File: config.mk
export PLATFORM = sky130hd
export DESIGN_NAME = seg_scan_driver
export DESIGN_NICKNAME = d
export VERILOG_FILES = /design/src/rtl/seg_pkg.sv /design/src/rtl/bcd_to_seg.sv /design/src/rtl/seg_scan_driver.sv
export SDC_FILE = /design/constraint.sdc
export NUM_CORES = 1
export LEC_CHECK = 0
export CAP_MARGIN = 20
export CORE_MARGIN = 5
export CORE_UTILIZATION = 35
export CTS_BUF_LIST = sky130_fd_sc_hd__clkbuf_8
export DETAILED_ROUTE_END_ITERATION = 8
export PLACE_DENSITY = 0.61
export SETUP_SLACK_MARGIN = 0.15
export SLEW_MARGIN = 20
export SYNTH_ARGS = -nofsm -noshare
export SYNTH_HDL_FRONTEND = slang
export SYNTH_SLANG_ARGS = --single-unit
File: constraint.sdc
create_clock -name clk -period 3.52 [get_ports clk]
set_clock_uncertainty 0.1 [all_clocks]
set_input_delay 0.352 -clock clk [delete_from_list [all_inputs] [get_ports clk]]
set_output_delay 0.352 -clock clk [all_outputs]
set_load 0.03 [all_outputs]
File: src/rtl/seg_pkg.sv
// Shared definitions for the seven-segment scan driver: segment codes,
// blink phase encoding and a counter-width helper.
package seg_pkg;

    // Segment codes, bit order {g,f,e,d,c,b,a}, active-high.
    localparam logic [6:0] SEG_0     = 7'h3F;
    localparam logic [6:0] SEG_1     = 7'h06;
    localparam logic [6:0] SEG_2     = 7'h5B;
    localparam logic [6:0] SEG_3     = 7'h4F;
    localparam logic [6:0] SEG_4     = 7'h66;
    localparam logic [6:0] SEG_5     = 7'h6D;
    localparam logic [6:0] SEG_6     = 7'h7D;
    localparam logic [6:0] SEG_7     = 7'h07;
    localparam logic [6:0] SEG_8     = 7'h7F;
    localparam logic [6:0] SEG_9     = 7'h6F;
    localparam logic [6:0] SEG_BLANK = 7'h00;

    // Whole-display blink phase.
    typedef enum logic {
        PHASE_ON  = 1'b0,
        PHASE_OFF = 1'b1
    } blink_phase_e;

    // Bits needed to hold 0..n-1, never less than one bit.
    function automatic int cnt_width(input int n);
        return (n > 1) ? $clog2(n) : 1;
    endfunction

endpackage

File: src/rtl/bcd_to_seg.sv
// Combinational BCD to seven-segment decoder; non-decimal codes go dark.
module bcd_to_seg
    import seg_pkg::*;
(
    input  logic [3:0] bcd,
    output logic [6:0] seg
);

    // Table lookup of the segment pattern for one BCD digit.
    always_comb begin
        // NOTE: a default before the case keeps every path assigned, so no latch is inferred.
        seg = SEG_BLANK;
        case (bcd)
            4'd0: seg = SEG_0;
            4'd1: seg = SEG_1;
            4'd2: seg = SEG_2;
            4'd3: seg = SEG_3;
            4'd4: seg = SEG_4;
            4'd5: seg = SEG_5;
            4'd6: seg = SEG_6;
            4'd7: seg = SEG_7;
            4'd8: seg = SEG_8;
            4'd9: seg = SEG_9;
            default: seg = SEG_BLANK;
        endcase
    end

endmodule

File: src/rtl/seg_scan_driver.sv
// Multiplexed seven-segment display driver: shadow registers for the
// digits, a time-division scan over NUM_DIGITS digits, optional
// leading-zero blanking and whole-display blinking. All outputs are
// registered one cycle after the scan index / shadow state they show.
module seg_scan_driver
    import seg_pkg::*;
#(
    parameter int NUM_DIGITS   = 3,
    parameter int SCAN_DIV     = 4,
    parameter int BLINK_FRAMES = 2
) (
    input  logic                    clk,
    input  logic                    rst_n,
    input  logic [4*NUM_DIGITS-1:0] digits_in,
    input  logic                    load,
    input  logic [NUM_DIGITS-1:0]   dp_in,
    input  logic                    blank_lz,
    input  logic                    blink_en,
    output logic [6:0]              seg,
    output logic                    dp,
    output logic [NUM_DIGITS-1:0]   an,
    output logic                    frame_tick
);

    localparam int CNT_W = cnt_width(SCAN_DIV);
    localparam int IDX_W = cnt_width(NUM_DIGITS);
    localparam int FRM_W = cnt_width(BLINK_FRAMES);

    localparam logic [CNT_W-1:0] CNT_LAST = CNT_W'(SCAN_DIV - 1);
    localparam logic [IDX_W-1:0] IDX_LAST = IDX_W'(NUM_DIGITS - 1);
    localparam logic [FRM_W-1:0] FRM_LAST = FRM_W'(BLINK_FRAMES - 1);

    logic [4*NUM_DIGITS-1:0] digits_sh;
    logic [NUM_DIGITS-1:0]   dp_sh;
    logic [CNT_W-1:0]        scan_cnt;
    logic [IDX_W-1:0]        idx;
    logic [FRM_W-1:0]        frame_cnt_q, frame_cnt_d;
    blink_phase_e            phase_q, phase_d;
    logic                    wrap_q;

    logic                    scan_last;
    logic                    wrap;
    logic [3:0]              dig_arr [NUM_DIGITS];
    logic [NUM_DIGITS-1:0]   lz_blank;
    logic                    zero_run;
    logic [3:0]              cur_digit;
    logic [6:0]              dec_seg;

    assign scan_last = (scan_cnt == CNT_LAST);
    assign wrap      = scan_last && (idx == IDX_LAST);

    // Shadow registers: capture the presented digits on load, hold otherwise.
    always_ff @(posedge clk or negedge rst_n) begin
        if (!rst_n) begin
            // NOTE: shadow registers are ordinary flops, so they are cleared by reset like any other state.
            digits_sh <= '0;
            dp_sh     <= '0;
        end else if (load) begin
            // NOTE: sequential state uses non-blocking assignments so every flop samples pre-edge values.
            digits_sh <= digits_in;
            dp_sh     <= dp_in;
        end
    end

    // Scan timing: dwell SCAN_DIV cycles per digit, then step to the next digit.
    always_ff @(posedge clk or negedge rst_n) begin
        if (!rst_n) begin
            scan_cnt <= '0;
            idx      <= '0;
            wrap_q   <= 1'b0;
        end else begin
            wrap_q <= wrap;
            if (scan_last) begin
                scan_cnt <= '0;
                idx      <= wrap ? '0 : idx + 1'b1;
            end else begin
                scan_cnt <= scan_cnt + 1'b1;
            end
        end
    end

    // Blink state register.
    always_ff @(posedge clk or negedge rst_n) begin
        if (!rst_n) begin
            phase_q     <= PHASE_ON;
            frame_cnt_q <= '0;
        end else begin
            phase_q     <= phase_d;
            frame_cnt_q <= frame_cnt_d;
        end
    end

    // Blink next state: count frame wraps, flip phase every BLINK_FRAMES wraps.
    always_comb begin
        phase_d     = phase_q;
        frame_cnt_d = frame_cnt_q;
        if (!blink_en) begin
            phase_d     = PHASE_ON;
            frame_cnt_d = '0;
        end else if (wrap) begin
            if (frame_cnt_q == FRM_LAST) begin
                frame_cnt_d = '0;
                phase_d     = (phase_q == PHASE_ON) ? PHASE_OFF : PHASE_ON;
            end else begin
                frame_cnt_d = frame_cnt_q + 1'b1;
            end
        end
    end

    // Leading-zero mask: a digit is blankable when it and every higher digit are zero.
    always_comb begin
        zero_run = 1'b1;
        lz_blank = '0;
        for (int i = NUM_DIGITS - 1; i >= 0; i--) begin
            dig_arr[i]  = digits_sh[4*i +: 4];
            zero_run    = zero_run && (dig_arr[i] == 4'd0);
            lz_blank[i] = zero_run && (i != 0);
        end
    end

    assign cur_digit = dig_arr[idx];

    bcd_to_seg u_dec (
        .bcd (cur_digit),
        .seg (dec_seg)
    );

    // Output register: drive the selected digit, or go dark in the blink off phase.
    always_ff @(posedge clk or negedge rst_n) begin
        if (!rst_n) begin
            seg        <= SEG_BLANK;
            dp         <= 1'b0;
            an         <= '0;
            frame_tick <= 1'b0;
        end else begin
            frame_tick <= wrap_q;
            if (phase_q == PHASE_OFF) begin
                seg <= SEG_BLANK;
                dp  <= 1'b0;
                an  <= '0;
            end else begin
                seg <= (blank_lz && lz_blank[idx]) ? SEG_BLANK : dec_seg;
                dp  <= dp_sh[idx];
                an  <= NUM_DIGITS'(1) << idx;
            end
        end
    end

endmodule

# Word level (Yosys, flattened, before mapping)
# Memory sizes are Yosys's and may differ from the RTL's.
# Cells that the tools add are included.
# totals
register_bits	34
romBits	112
in_bits	20
output_inout_bits	12
elab_cells	49
mem_count	1
# classes
add_sub_neg	3
n_lt_le_gt_ge	2
eq_ne	4
shift	1
mux	20
n_bitwise	1
n_reduce_logical	6
# memory_table
memory	depth	width	rd	rd_clocked_by_memory_dff	write_ports	line_no	source
(no name shown)	16	7	1	0	0	bcd_to_seg.sv:13	case (bcd)
# ops
cell	n
$mux W7	2
$mux W1	10
$bmux W4 S2	1
$logic_not A4 Y1	2
$mux W4	2
$add A2 B1 Y2 const B	2
$bmux W1 S2	2
$eq A2 B2 Y1 const B	2
$mux W2	2
$ne A2 B1 Y1 const B	2
$ge A3 B3 Y1 const B	1
$logic_and A1 B1 Y1	3
$lt A2 B3 Y1 const B	1
$mux W3	1
$not A2 Y3	1
$shl A1 B2 Y3 const A	1
$reduce_and A2 Y1	1
$add A1 B1 Y1 const B	1

# Longest topological paths before layout
# Gate-level depths: netlist of run 1.
# depth
ltp_word	7
ltp_mapped	7
mapped_depth_nobuf	6

# Hierarchy
# Synthesis of run 1 repeated with hierarchy kept, for this count alone.
# hier_totals
cells_unflattened	134
area_unflattened_um2	1605.3
# modules_own_cells
mod	n_inst	cells_per_inst	area_each_um2	seq_area_each_um2
seg_scan_driver	1	106	1386.3	850.8
bcd_to_seg	1	28	219.0	0.0

# Least setup slack after synthesis of run 1
# OpenSTA, ideal clock, no wires.
# synth_path
path_kind	reg-to-reg
from	reg idx[0]
to	reg seg[0]
setup_time_ns	0.094
arrival_ns	1.804
t_required_ns	3.326
path_slack_ns	1.522
path_stages_with_launch	8
n_path_buf	1
synth_period_minus_slack_ns	1.998
path_cell_list	dfrtp_1 -> buf_6 -> mux2i_1 -> a2bb2oi_1 -> inv_1 -> ha_1 -> mux2_4 -> a211oi_1
# synth_via
elab_chain_cells	7
elab_cells_between_ends	10
cone_classes	mux: 7; bitwise: 1; reduce/logical: 1; memory: 1
# synth_rtl
item	line_no	source
start, declared	seg_scan_driver.sv:36	logic [IDX_W-1:0] idx;
start signal, assigned	seg_scan_driver.sv:75	idx <= wrap ? '0 : idx + 1'b1;
$not A2 Y3 (implied by the code)	seg_scan_driver.sv:121	assign cur_digit = dig_arr[idx];
$bmux W4 S2	seg_scan_driver.sv:121	
$mux W4 (implied by the code) (2 in series)	seg_scan_driver.sv:121	
$mem_v2 Z16 W7	--	
$mux W7 (*)	seg_scan_driver.sv:142	seg <= (blank_lz && lz_blank[idx]) ? SEG_BLANK : dec_seg;
$mux W7 (*)	seg_scan_driver.sv:137	if (phase_q == PHASE_OFF) begin
end signal, assigned	seg_scan_driver.sv:142	
end, declared	seg_scan_driver.sv:19	output logic [6:0] seg,
# Every way passes the cells marked *; elsewhere a longest branch is shown, timed or not. The select of a mux whose other input is x is not followed.
# A chain may end at the register's enable or synchronous reset.

# Worst setup path after layout of run 1
# layout_path
from	reg idx[1]
to	reg seg[0]
# Same word-level chain as after synthesis.

==> metrics.log, run 1 <==
INFO  metric status = completed
INFO  metric initial_core_util = 36.39%
INFO  metric cap_viol_max_count = 0
INFO  metric worstRegToRegCells = 5
INFO  metric first_global_vias = approximately 1100
INFO  metric postCtsSetupRepairBufs = 0
INFO  metric reg2reg_from = idx[1]
INFO  metric maxSlewHeadroom = 46.69%
INFO  metric routed_via_density = 4.975
INFO  metric cts_sinks = 34
INFO  metric worst_ir_drop_vdd = about 0.00026 V
INFO  metric layout_common_cells = 34 x sky130_fd_sc_hd__dfrtp_1, 31 x sky130_fd_sc_hd__clkdlybuf4s50_1, 16 x sky130_fd_sc_hd__mux2_2
INFO  metric die_h = 77.75 µm
INFO  metric holdBufCountCts = 0
INFO  metric worst_slack = 0.9371 ns
INFO  metric portBuffers = 31
INFO  metric netlist.top_cell.by_area = sky130_fd_sc_hd__dfrtp_1
INFO  metric post_route_cells_drive_above_1_share = 25.50%
INFO  metric timing_worst_slew_pin_value = around 0.80 ns
INFO  metric hold_viol_final = 0
INFO  metric timing.hold.worst.start = wrap_q
INFO  metric ios = 32
INFO  metric finalCritPeriodShare = between 70% and 80%
INFO  metric tritoncts_buffer_count = 5
INFO  metric first_pass_iters = 4
INFO  metric setup_violation_total_in_the_final_timing_report = 0
INFO  metric ys.warnings.count = 0
INFO  metric synth_area_leaders = sky130_fd_sc_hd__dfrtp_1 53%, sky130_fd_sc_hd__mux2_2 11%, sky130_fd_sc_hd__ha_1 4.7%
INFO  metric antenna_found_initial = 0
INFO  metric hold_slack = 0.2490 ns
INFO  metric setup.worst_path.end_class = flip-flop
INFO  metric synth_top_cell_area_share = 52.96%
INFO  metric h-tree-depth = 2
INFO  metric dpl_worst_slack = 0.9142 ns
INFO  metric die-area = 6045 µm²
INFO  metric design.final.nets = 175
INFO  metric holdPathStages = 0
INFO  metric tns = 0 ns
INFO  metric timing.critical_path.required = approximately 3.6 ns
INFO  metric clock_latency = between 0.2 and 0.3 ns
INFO  metric drt.antenna.violating_nets = 0
INFO  metric most_common_cell_after_layout_fill_and_taps_aside = sky130_fd_sc_hd__dfrtp_1
INFO  metric post-route-min-period = 2.583 ns
INFO  metric core_area = between 4000 and 5000 µm²
INFO  metric cp-startpoint = idx[1]
INFO  metric die_width = 77.75 µm
INFO  metric detailedRoute.firstIterationViolations = 35
INFO  metric report.power.total = 0.0009812 W
INFO  metric power_per_cell_area = 475.0 nW/µm²
INFO  metric place_congestion = 0.7691
INFO  metric timing.fmax = 387.2 MHz
INFO  metric grt_overflow_total = 0
INFO  metric area_growth_syn_to_layout = 28.58%
INFO  metric post_synth_instance_area = 1607 µm²
INFO  metric wirelength = 2853 µm
INFO  metric synth.ff_latch_count = 34
INFO  metric ys_seq_area_share = roughly 53%
INFO  metric unrepaired_setup_endpoints_after_global_routing = false
INFO  metric cts_tree = built
INFO  metric cts_buffer_depth = 2
INFO  metric slew_viol_final = 0
INFO  metric dp.final_hpwl = 2186 µm
INFO  metric row_count = 24
INFO  metric first_pass_grt_wire_length = 5168 µm
INFO  metric setup.worst_path.start_class = flip-flop
INFO  metric synth.avg_cell_area = around 14 µm²
INFO  metric cts_root_buf = sky130_fd_sc_hd__clkbuf_8
INFO  metric netlist_instances = 115
INFO  metric grt_start_max_net_pins = 35
INFO  metric cts.repair.resized = 0
INFO  metric clk_pin_slew = ~0.070 ns
INFO  metric synth.distinct_cells = 35
INFO  metric grt.total_usage = 10.53%
INFO  metric dr_total_vias = 1000
INFO  metric net_count_after_synthesis = 141
INFO  metric worstSetupPathType = flip-flop to flip-flop
INFO  metric drc_errors = 0
INFO  metric detail_route.wl_per_cell = 14.19 µm
INFO  metric crit_arrival = 2.67 ns
INFO  metric num_antenna_cells = 0
INFO  metric post_layout_utilization_of_the_core = 46.80%
INFO  metric worstHoldPathType = flip-flop to flip-flop
INFO  metric top_fanout_value_on_the_critical_path = 12
INFO  metric static-leakage-power = 0.8436 nW
[worst max-delay path: stages, from the launching register on]
cell and delay [ns]:
sky130_fd_sc_hd__dfrtp_1 0.63, sky130_fd_sc_hd__nor2b_1 0.71, sky130_fd_sc_hd__a2bb2oi_1 0.31, sky130_fd_sc_hd__ha_1 0.27
sky130_fd_sc_hd__mux2_4 0.25, sky130_fd_sc_hd__a211oi_1 0.22
[sequential cells by signal, summed over array words and instances (netlist names)]
name and flops:
digits_sh 12, seg 7, an 3, dp_sh 3, idx 2, scan_cnt 2, dp 1, frame_cnt_q 1
frame_tick 1, phase_q 1, wrap_q 1
[cells by family (layout without fill, tap and decap cells)]
logic type | Yosys count | after routing | share of synthesized area, %
DFF | 34 | 34 | 52.96
muxes | 24 | 24 | 17.29
and+or+nand+nor | 23 | 23 | 8.177
AOI/OAI and AO/OA | 16 | 16 | 12.07
buffers and inverters | 9 | 43 | 3.193
adders and majority gates | 6 | 6 | 4.673
xor gates and xnor gates | 3 | 3 | 1.636
[metal layers]
| metal | GRT usage (%) | part of all wire [%] | vias up |
|---|---|---|---|
| met1 | 12.79 | 44 | 490 |
| li1 | - | - | 477 |
| met5 | 0 | 0 | - |
| met2 | 17.28 | 48 | 29 |
| met4 | 3.093 | 1.0 | 0 |
| met3 | 4.051 | 6.7 | 4 |
[worst paths after layout]
check | endpoint | slack (ns)
setup / recovery | seg[0] | 0.94
hold / removal | frame_tick | 0.25
setup reg to reg | seg[0] | 0.94
hold reg to reg | frame_tick | 0.25
max in group asynchronous | digits_sh[2] | 2.63
min in group asynchronous | dp_sh[0] | 0.38
[synth_stat cells]
library cell / n
sky130_fd_sc_hd__a2bb2oi_1: 1
sky130_fd_sc_hd__a21oi_1: 2
sky130_fd_sc_hd__and2_1: 1
sky130_fd_sc_hd__a311oi_2: 3
sky130_fd_sc_hd__nor3_1: 1
sky130_fd_sc_hd__nand3_1: 1
sky130_fd_sc_hd__a2bb2oi_2: 2
sky130_fd_sc_hd__a21oi_4: 1
sky130_fd_sc_hd__mux2_4: 1
sky130_fd_sc_hd__a2bb2oi_4: 1
sky130_fd_sc_hd__nand2b_1: 2
sky130_fd_sc_hd__nand2_1: 4
sky130_fd_sc_hd__mux2_2: 16
sky130_fd_sc_hd__and2_2: 2
sky130_fd_sc_hd__nor3b_1: 1
sky130_fd_sc_hd__o21ai_4: 1
sky130_fd_sc_hd__mux2i_1: 6
sky130_fd_sc_hd__inv_1: 4
sky130_fd_sc_hd__nand2_2: 1
sky130_fd_sc_hd__dfrtp_1: 34
sky130_fd_sc_hd__nor4_1: 1
sky130_fd_sc_hd__buf_2: 2
sky130_fd_sc_hd__o32ai_1: 2
sky130_fd_sc_hd__mux2i_4: 1
sky130_fd_sc_hd__clkbuf_1: 1
sky130_fd_sc_hd__o2bb2ai_1: 1
sky130_fd_sc_hd__nor2b_1: 2
sky130_fd_sc_hd__nor3b_2: 1
sky130_fd_sc_hd__xnor2_1: 3
sky130_fd_sc_hd__a211oi_1: 1
sky130_fd_sc_hd__nor4b_1: 1
sky130_fd_sc_hd__buf_6: 2
sky130_fd_sc_hd__o211ai_1: 1
sky130_fd_sc_hd__ha_1: 6
sky130_fd_sc_hd__nor2_1: 5
[where the power goes]
group          leakage, nW  switching [W]  total [W]  internal [W]
combinational        0.378      0.0000893   0.000182     0.0000931
clock               0.0573       0.000130   0.000356      0.000226
sequential           0.409      0.0000194   0.000443      0.000424
[per-stage QoR]
| step | instance area [µm²] | std cells |
|---|---|---|
| after detailed placement | 1953 | 194 |
| after global placement | 1953 | 194 |
| after floorplan | 1607 | 115 |
| after global routing | 2066 | 201 |
| final | 2066 | 201 |
| after CTS | 2066 | 201 |
[layout make-up]
class,instances,area [µm²]
timing repair buffer,32,317.8
clock buffer,6,82.58
clock inverter,1,30.03
tap,52,65.06
multi-input combinational,72,704.4
inverter,4,15.01
fill,395,2349
sequential,34,850.8
Note: power is estimated with default switching activity, not from simulation.
==> inputs of run 2 (changes only) <==
PLACE_DENSITY = 0.63   (was 0.61)
clock period = 2.2 ns   (was 3.52 ns; I/O delays follow)
==> metrics.log, run 2 (synthesis gave the netlist of run 1 again) <==
INFO  metric status = completed
INFO  metric final_cell_area = 2107 µm² (+2.0%)
INFO  metric p_int = 0.001080 W (+45%)
INFO  metric crit_arrival = 2.01 ns (-0.66 ns)
INFO  metric worstSetupPathType = flip-flop to flip-flop
INFO  metric crit_path_max_incr_delay = 0.40 ns (-0.31 ns)
INFO  metric grt_start_max_net_pins = 35 (unchanged)
INFO  metric timing.critical_path.required = 2.29 ns (-1.32 ns)
INFO  metric area_growth_syn_to_layout = 31.15%
INFO  metric detailedRoute.firstIterationViolations = 24 (-31%)
INFO  metric dr_total_vias = 996 (-0.40%)
INFO  metric critical_path_depth = 7 (+2)
INFO  metric tritoncts_buffer_count = 5 (unchanged)
INFO  metric ios = 32 (unchanged)
INFO  metric cap_viol_max_count = 0 (unchanged)
INFO  metric switching_share = 26.27% (+2.0 points)
INFO  metric fillers = 386 (-2.3%)
INFO  metric die_h = 77.75 µm (unchanged)
INFO  metric finalCritPeriodShare = 87.24% (+14 points)
INFO  metric cp_slowest_cell = sky130_fd_sc_hd__dfrtp_1
INFO  metric flop2flop_setup_slack = 0.28 ns (-0.66 ns)
INFO  metric clockPowerShare = 31.3% (-5.0 points)
INFO  metric routed_via_density = 4.766 (-4.2%)
INFO  metric worstRegToRegCells = 7 (+2)
INFO  metric wirelength = 2866 µm (+0.46%)
INFO  metric unrepaired_setup_endpoints_after_global_routing = false
INFO  metric slew_viol_final = 0 (unchanged)
INFO  metric cts_sinks = 34 (unchanged)
INFO  metric design.final.nets = 182 (+4.0%)
INFO  metric worstHoldPathType = input port to asynchronous set/reset pin
INFO  metric die-area = 6045 µm² (unchanged)
INFO  metric cp_top_family = compound AO/OA/AOI/OAI gates
INFO  metric first_global_vias = 1097 (-2.9%)
INFO  metric registers.top_by_ff_count = digits_sh
INFO  metric timing.fmax = 521.0 MHz (+35%)
INFO  metric switchingPower = 0.0003849 W (+62%)
INFO  metric report.power.total = 0.001465 W (+49%)
INFO  metric cell_chain_of_the_critical_path = buf_4 > mux2i_2 > a2bb2oi_2 > inv_1 > ha_1 > nand2b_1 > a311oi_2
INFO  metric worst_ir_drop_vdd = 0.0003697 V (+42%)
INFO  metric power_per_cell_area = 695.3 nW/µm² (+46%)
INFO  metric dp.final_hpwl = 2200 µm (+0.64%)
INFO  metric die_width = 77.75 µm (unchanged)
INFO  metric reg2reg_from = idx[0]
INFO  metric core_area = 4414 µm² (unchanged)
INFO  metric placed_area = 2006 µm² (+2.7%)
INFO  metric detail_route.wl_per_cell = 13.71 µm (-3.4%)
INFO  metric num_antenna_cells = 0 (unchanged)
INFO  metric top_fanout_value_on_the_critical_path = 4 (-8)
INFO  metric post_route_cells_drive_above_1_share = 29.94% (+4.4 points)
INFO  metric hold_viol_final = 0 (unchanged)
INFO  metric comb_power_share = 20.4% (+1.8 points)
INFO  metric h-tree-depth = 2 (unchanged)
INFO  metric setup.worst_path.end_class = flip-flop
INFO  metric clock_latency = 0.28 ns (about the same)
INFO  metric largestRegisters = digits_sh: 12 flops, seg: 7 flops
INFO  metric cp-endpoint = seg[5]
INFO  metric setup_violation_total_in_the_final_timing_report = 0 (unchanged)
INFO  metric place_congestion = 0.8195 (+6.6%)
INFO  metric row_count = 24 (unchanged)
INFO  metric regToRegEndpoint = seg[5]
INFO  metric crit_buf_inv = 2 (+2)
INFO  metric drt.antenna.violating_nets = 0 (unchanged)
INFO  metric portBuffers = 31 (unchanged)
INFO  metric sequentialPowerShare = 48.3% (+3.1 points)
INFO  metric cts_root_buf = sky130_fd_sc_hd__clkbuf_8
INFO  metric setup.worst_path.start_class = flip-flop
INFO  metric antenna_found_initial = 0 (unchanged)
INFO  metric cts_buffer_depth = 2 (unchanged)
INFO  metric timing_worst_slew_pin_value = 0.4290 ns (-0.3691 ns)
INFO  metric cp-startpoint = idx[0]
INFO  metric maxSlewHeadroom = 71.40% (+25 points)
INFO  metric holdBufCountCts = 0 (unchanged)
INFO  metric static-leakage-power = 0.8786 nW (+4.2%)
INFO  metric most_common_cell_after_layout_fill_and_taps_aside = sky130_fd_sc_hd__dfrtp_1
INFO  metric drc_errors = 0 (unchanged)
INFO  metric grt.total_usage = 10.58% (+0.056 points)
INFO  metric first_pass_grt_wire_length = 4995 µm (-3.3%)
INFO  metric clk_pin_slew = 0.06 ns (about the same)
INFO  metric grt_overflow_total = 0 (unchanged)
INFO  metric first_pass_iters = 4 (unchanged)
INFO  metric initial_core_util = 36.39% (unchanged)
INFO  metric cts_tree = built
INFO  metric post-route-min-period = 1.919 ns (-0.6635 ns)
INFO  metric layout_common_cells = 34 x sky130_fd_sc_hd__dfrtp_1, 31 x sky130_fd_sc_hd__clkdlybuf4s50_1, 16 x sky130_fd_sc_hd__mux2_2
INFO  metric tns = 0 ns (unchanged)
INFO  metric largest_register_ff_count = 12 (unchanged)
==> run 2: cell count changes in the layout (fill, tap and decap cells not counted), sizes merged <==
cell    change
clkinv      +1
inv         +1
bufinv      -1
buf         +7
==> run 2: worst reg2reg max path: cells and delay by family, from the launching register on <==
kind | cells | cell delay (ns)
compound gates | 2 | 0.48
mux | 1 | 0.23
simple gates | 1 | 0.15
buf+inv | 2 | 0.27
fa+ha+maj | 1 | 0.21
flops | 1 | 0.40
==> run 2: power groups by stage <==
stage | Combinational (W) | Sequential, W | Clock (W)
after floorplan | 0.000129 | 0.000763 | 0
after global placement | 0.000294 | 0.000717 | 0
after detailed placement | 0.000300 | 0.000721 | 0
after CTS | 0.000301 | 0.000708 | 0.000481
after global routing | 0.000322 | 0.000716 | 0.000500
final | 0.000299 | 0.000708 | 0.000458
==> run 2: layout make-up <==
| type | count | area (µm²) | share of cell area (%) |
|---|---|---|---|
| tap | 52 | 65.06 | 3.088 |
| clock inverter | 2 | 8.758 | 0.4157 |
| clock buffer | 6 | 82.58 | 3.919 |
| timing repair buffer | 39 | 370.4 | 17.58 |
| inverter | 4 | 15.01 | 0.7126 |
| multi-input combinational | 72 | 714.4 | 33.91 |
| sequential | 34 | 850.8 | 40.38 |
==> run 2: per-layer routing <==
layer | vias to the layer above | global-route usage (%) | part of all wire (%)
li1 | 489 | - | -
met1 | 476 | 11.94 | 43
met2 | 27 | 16.94 | 49
met3 | 4 | 4.745 | 7.1
met4 | 0 | 5.155 | 1.0
met5 | - | 0 | 0
==> run 2: stage by stage <==
step | cells | hold WS, ns | utilization (%) | worst slack (ns)
after floorplan | 115 | -0.1756 | - | 0.2023
after global placement | 201 | 0.2333 | 45.44 | 0.2484
after detailed placement | 201 | 0.2356 | 45.44 | 0.2021
after CTS | 209 | 0.2437 | 47.51 | 0.1898
after global routing | 209 | 0.2692 | 47.73 | 0.1364
final | 209 | 0.2366 | 47.73 | 0.2807
==> run 2: how the worst min path moves through the flow <==
| stage | cells past startpoint | end | slack [ns] | from |
|---|---|---|---|---|
| 6_report | 2 | dp_sh[1] | 0.24 | rst_n |
| 5_1_grt | 2 | scan_cnt[1] | 0.27 | rst_n |
| 4_1_cts | 2 | dp_sh[1] | 0.24 | rst_n |
| 3_5_place_dp | 0 | frame_tick | 0.24 | wrap_q |
| 3_3_place_gp | 0 | frame_tick | 0.23 | wrap_q |
| 2_1_floorplan | 0 | an[0] | -0.18 | rst_n |
==> run 2: repair_timing <==
| item | in CTS | in global routing |
|---|---|---|
| setup endpoints to repair | 0 | 3 |
| hold endpoints to repair | 0 | 0 |
| buffers inserted | 0 | 0 |
| resized for setup | 0 | 2 |
==> inputs of run 3 (changes only) <==
CAP_MARGIN = unset   (was 20)
CORE_ASPECT_RATIO = 0.5   (was unset)
CTS_CLUSTER_DIAMETER = 50   (was unset)
==> metrics.log, run 3 (synthesis gave the netlist of run 1 again) <==
INFO  metric status = completed
INFO  metric core_area = 4424 µm² (+0.23%)
INFO  metric antenna_found_initial = 0 (unchanged)
INFO  metric maxSlewHeadroom = 71.58% (+0.18 points)
INFO  metric crit_buf_inv = 2 (unchanged)
INFO  metric tns = 0 ns (unchanged)
INFO  metric row_count = 17 (-29%)
INFO  metric flop2flop_setup_slack = 0.26 ns (-0.02 ns)
INFO  metric detail_route.wl_per_cell = 13.83 µm (+0.87%)
INFO  metric report.power.total = 0.001708 W (+17%)
INFO  metric worstHoldPathType = input port to asynchronous set/reset pin
INFO  metric area_growth_syn_to_layout = 36.06%
INFO  metric post_route_cells_drive_above_1_share = 32.48% (+2.5 points)
INFO  metric top_fanout_value_on_the_critical_path = 10 (+6)
INFO  metric hold_slack = 0.2200 ns (-0.01659 ns)
INFO  metric cts_root_buf = sky130_fd_sc_hd__clkbuf_8
INFO  metric worst_slack = 0.2621 ns (-0.01858 ns)
INFO  metric reg2reg_from = idx[0]
INFO  metric setup.worst_path.start_class = flip-flop
INFO  metric static-leakage-power = 0.9000 nW (+2.4%)
INFO  metric cts_sinks = 34 (unchanged)
INFO  metric wirelength = 2960 µm (+3.3%)
INFO  metric dp.final_hpwl = 2233 µm (+1.5%)
INFO  metric cts_tree = built
INFO  metric cts_buffer_depth = 2 (unchanged)
INFO  metric cp-endpoint = seg[5]
INFO  metric ios = 32 (unchanged)
INFO  metric post-route-min-period = 1.938 ns (+0.01858 ns)
INFO  metric placed_area = 2012 µm² (+0.31%)
INFO  metric final_cell_area = 2186 µm² (+3.7%)
INFO  metric finalCritPeriodShare = 88.09% (+0.84 points)
INFO  metric crit_path_max_incr_delay = 0.43 ns (+0.03 ns)
INFO  metric dr_total_vias = 1000 (+0.40%)
INFO  metric setup_violation_total_in_the_final_timing_report = 0 (unchanged)
INFO  metric worstRegToRegCells = 7 (unchanged)
INFO  metric layout_common_cells = 33 x sky130_fd_sc_hd__dfrtp_1, 31 x sky130_fd_sc_hd__clkdlybuf4s50_1, 16 x sky130_fd_sc_hd__mux2_2
INFO  metric worst_ir_drop_vdd = 0.0002519 V (-32%)
INFO  metric first_global_vias = 1028 (-6.3%)
INFO  metric cell_chain_of_the_critical_path = buf_8 > mux2i_2 > a2bb2oi_2 > inv_1 > ha_1 > nand2b_1 > a311oi_2
INFO  metric postCtsSetupRepairBufs = 0 (unchanged)
INFO  metric die-area = 6127 µm² (+1.4%)
INFO  metric timing_worst_slew_pin_value = 0.4263 ns (-0.002713 ns)
INFO  metric design.final.nets = 182 (unchanged)
INFO  metric crit_arrival = 2.03 ns (+0.02 ns)
INFO  metric clk_pin_slew = 0.08 ns (+0.02 ns)
INFO  metric clock_latency = 0.29 ns (about the same)
INFO  metric registers.top_by_ff_count = digits_sh
INFO  metric place_congestion = 0.7666 (-6.5%)
INFO  metric drc_errors = 0 (unchanged)
INFO  metric num_antenna_cells = 0 (unchanged)
INFO  metric unrepaired_setup_endpoints_after_global_routing = true
INFO  metric first_pass_grt_wire_length = 5043 µm (+0.96%)
INFO  metric die_width = 105.8 µm (+36%)
INFO  metric largest_register_ff_count = 12 (unchanged)
INFO  metric cp-startpoint = idx[0]
INFO  metric setup.worst_path.end_class = flip-flop
INFO  metric initial_core_util = 36.31% (-0.082 points)
INFO  metric routed_via_density = 4.673 (-1.9%)
INFO  metric most_common_cell_after_layout_fill_and_taps_aside = sky130_fd_sc_hd__dfrtp_1
INFO  metric cap_viol_max_count = 0 (unchanged)
INFO  metric largestRegisters = digits_sh: 12 flops, seg: 7 flops
INFO  metric cp_slowest_cell = sky130_fd_sc_hd__dfrtp_2
INFO  metric timing.fmax = 516.0 MHz (-0.96%)
INFO  metric timing.critical_path.required = 2.29 ns (about the same)
INFO  metric slew_viol_final = 0 (unchanged)
INFO  metric portBuffers = 31 (unchanged)
INFO  metric regToRegEndpoint = seg[5]
INFO  metric detailedRoute.firstIterationViolations = 48 (+100%)
INFO  metric grt_start_max_net_pins = 35 (unchanged)
INFO  metric grt.total_usage = 10.72% (+0.14 points)
INFO  metric hold_viol_final = 0 (unchanged)
INFO  metric worstSetupPathType = flip-flop to flip-flop
INFO  metric dpl_worst_slack = 0.1258 ns (-0.07628 ns)
INFO  metric first_pass_iters = 4 (unchanged)
INFO  metric critical_path_depth = 7 (unchanged)
INFO  metric h-tree-depth = 2 (unchanged)
INFO  metric tritoncts_buffer_count = 5 (unchanged)
INFO  metric drt.antenna.violating_nets = 0 (unchanged)
INFO  metric die_h = 57.91 µm (-26%)
INFO  metric power_per_cell_area = 781.4 nW/µm² (+12%)
INFO  metric cp_top_family = compound AO/OA/AOI/OAI gates
INFO  metric grt_overflow_total = 0 (unchanged)
## run 3: area by class of cell
type,instances,area (µm²)
tap,57,71.32
clock inverter,3,68.82
fill,416,2238
multi-input combinational,72,732.0
clock buffer,5,68.82
inverter,4,15.01
sequential,34,852.1
timing repair buffer,39,377.9
## run 3: timing repair
| action | in CTS | in global routing |
|---|---|---|
| hold buffers | 0 | 0 |
| gates cloned | 0 | 0 |
| resized for setup | 1 | 7 |
| setup endpoints to repair | 1 | 4 |
| pin swaps | 0 | 2 |
## run 3: per-layer routing
metal / global-route usage [%] / up-vias / wire [µm]
met4: 6.458 / 0 / 51
met2: 15.85 / 24 / 1289
met1: 13.43 / 481 / 1470
li1: - / 488 / -
met5: 0 / - / 0
met3: 4.116 / 7 / 148
## run 3: how the worst min path moves through the flow
stage                 end  slack (ns)
2_1_floorplan       an[0]       -0.18
3_3_place_gp   frame_tick        0.24
3_5_place_dp   frame_tick        0.24
4_1_cts          dp_sh[0]        0.24
5_1_grt          dp_sh[1]        0.27
6_report         dp_sh[1]        0.22
## run 3: where the power goes
part / internal [W] / switching (W) / total [W] / leakage [nW]
logic: 0.000160 / 0.000148 / 0.000309 / 0.425
clock network: 0.000454 / 0.000236 / 0.000690 / 0.0683
registers: 0.000677 / 0.0000323 / 0.000710 / 0.407
## run 3: stage by stage
stage / std cells / util (%)
after global placement: 206 / 45.48
after CTS: 214 / 48.73
final: 214 / 49.41
after floorplan: 115 / -
after global routing: 214 / 49.41
after detailed placement: 206 / 45.48
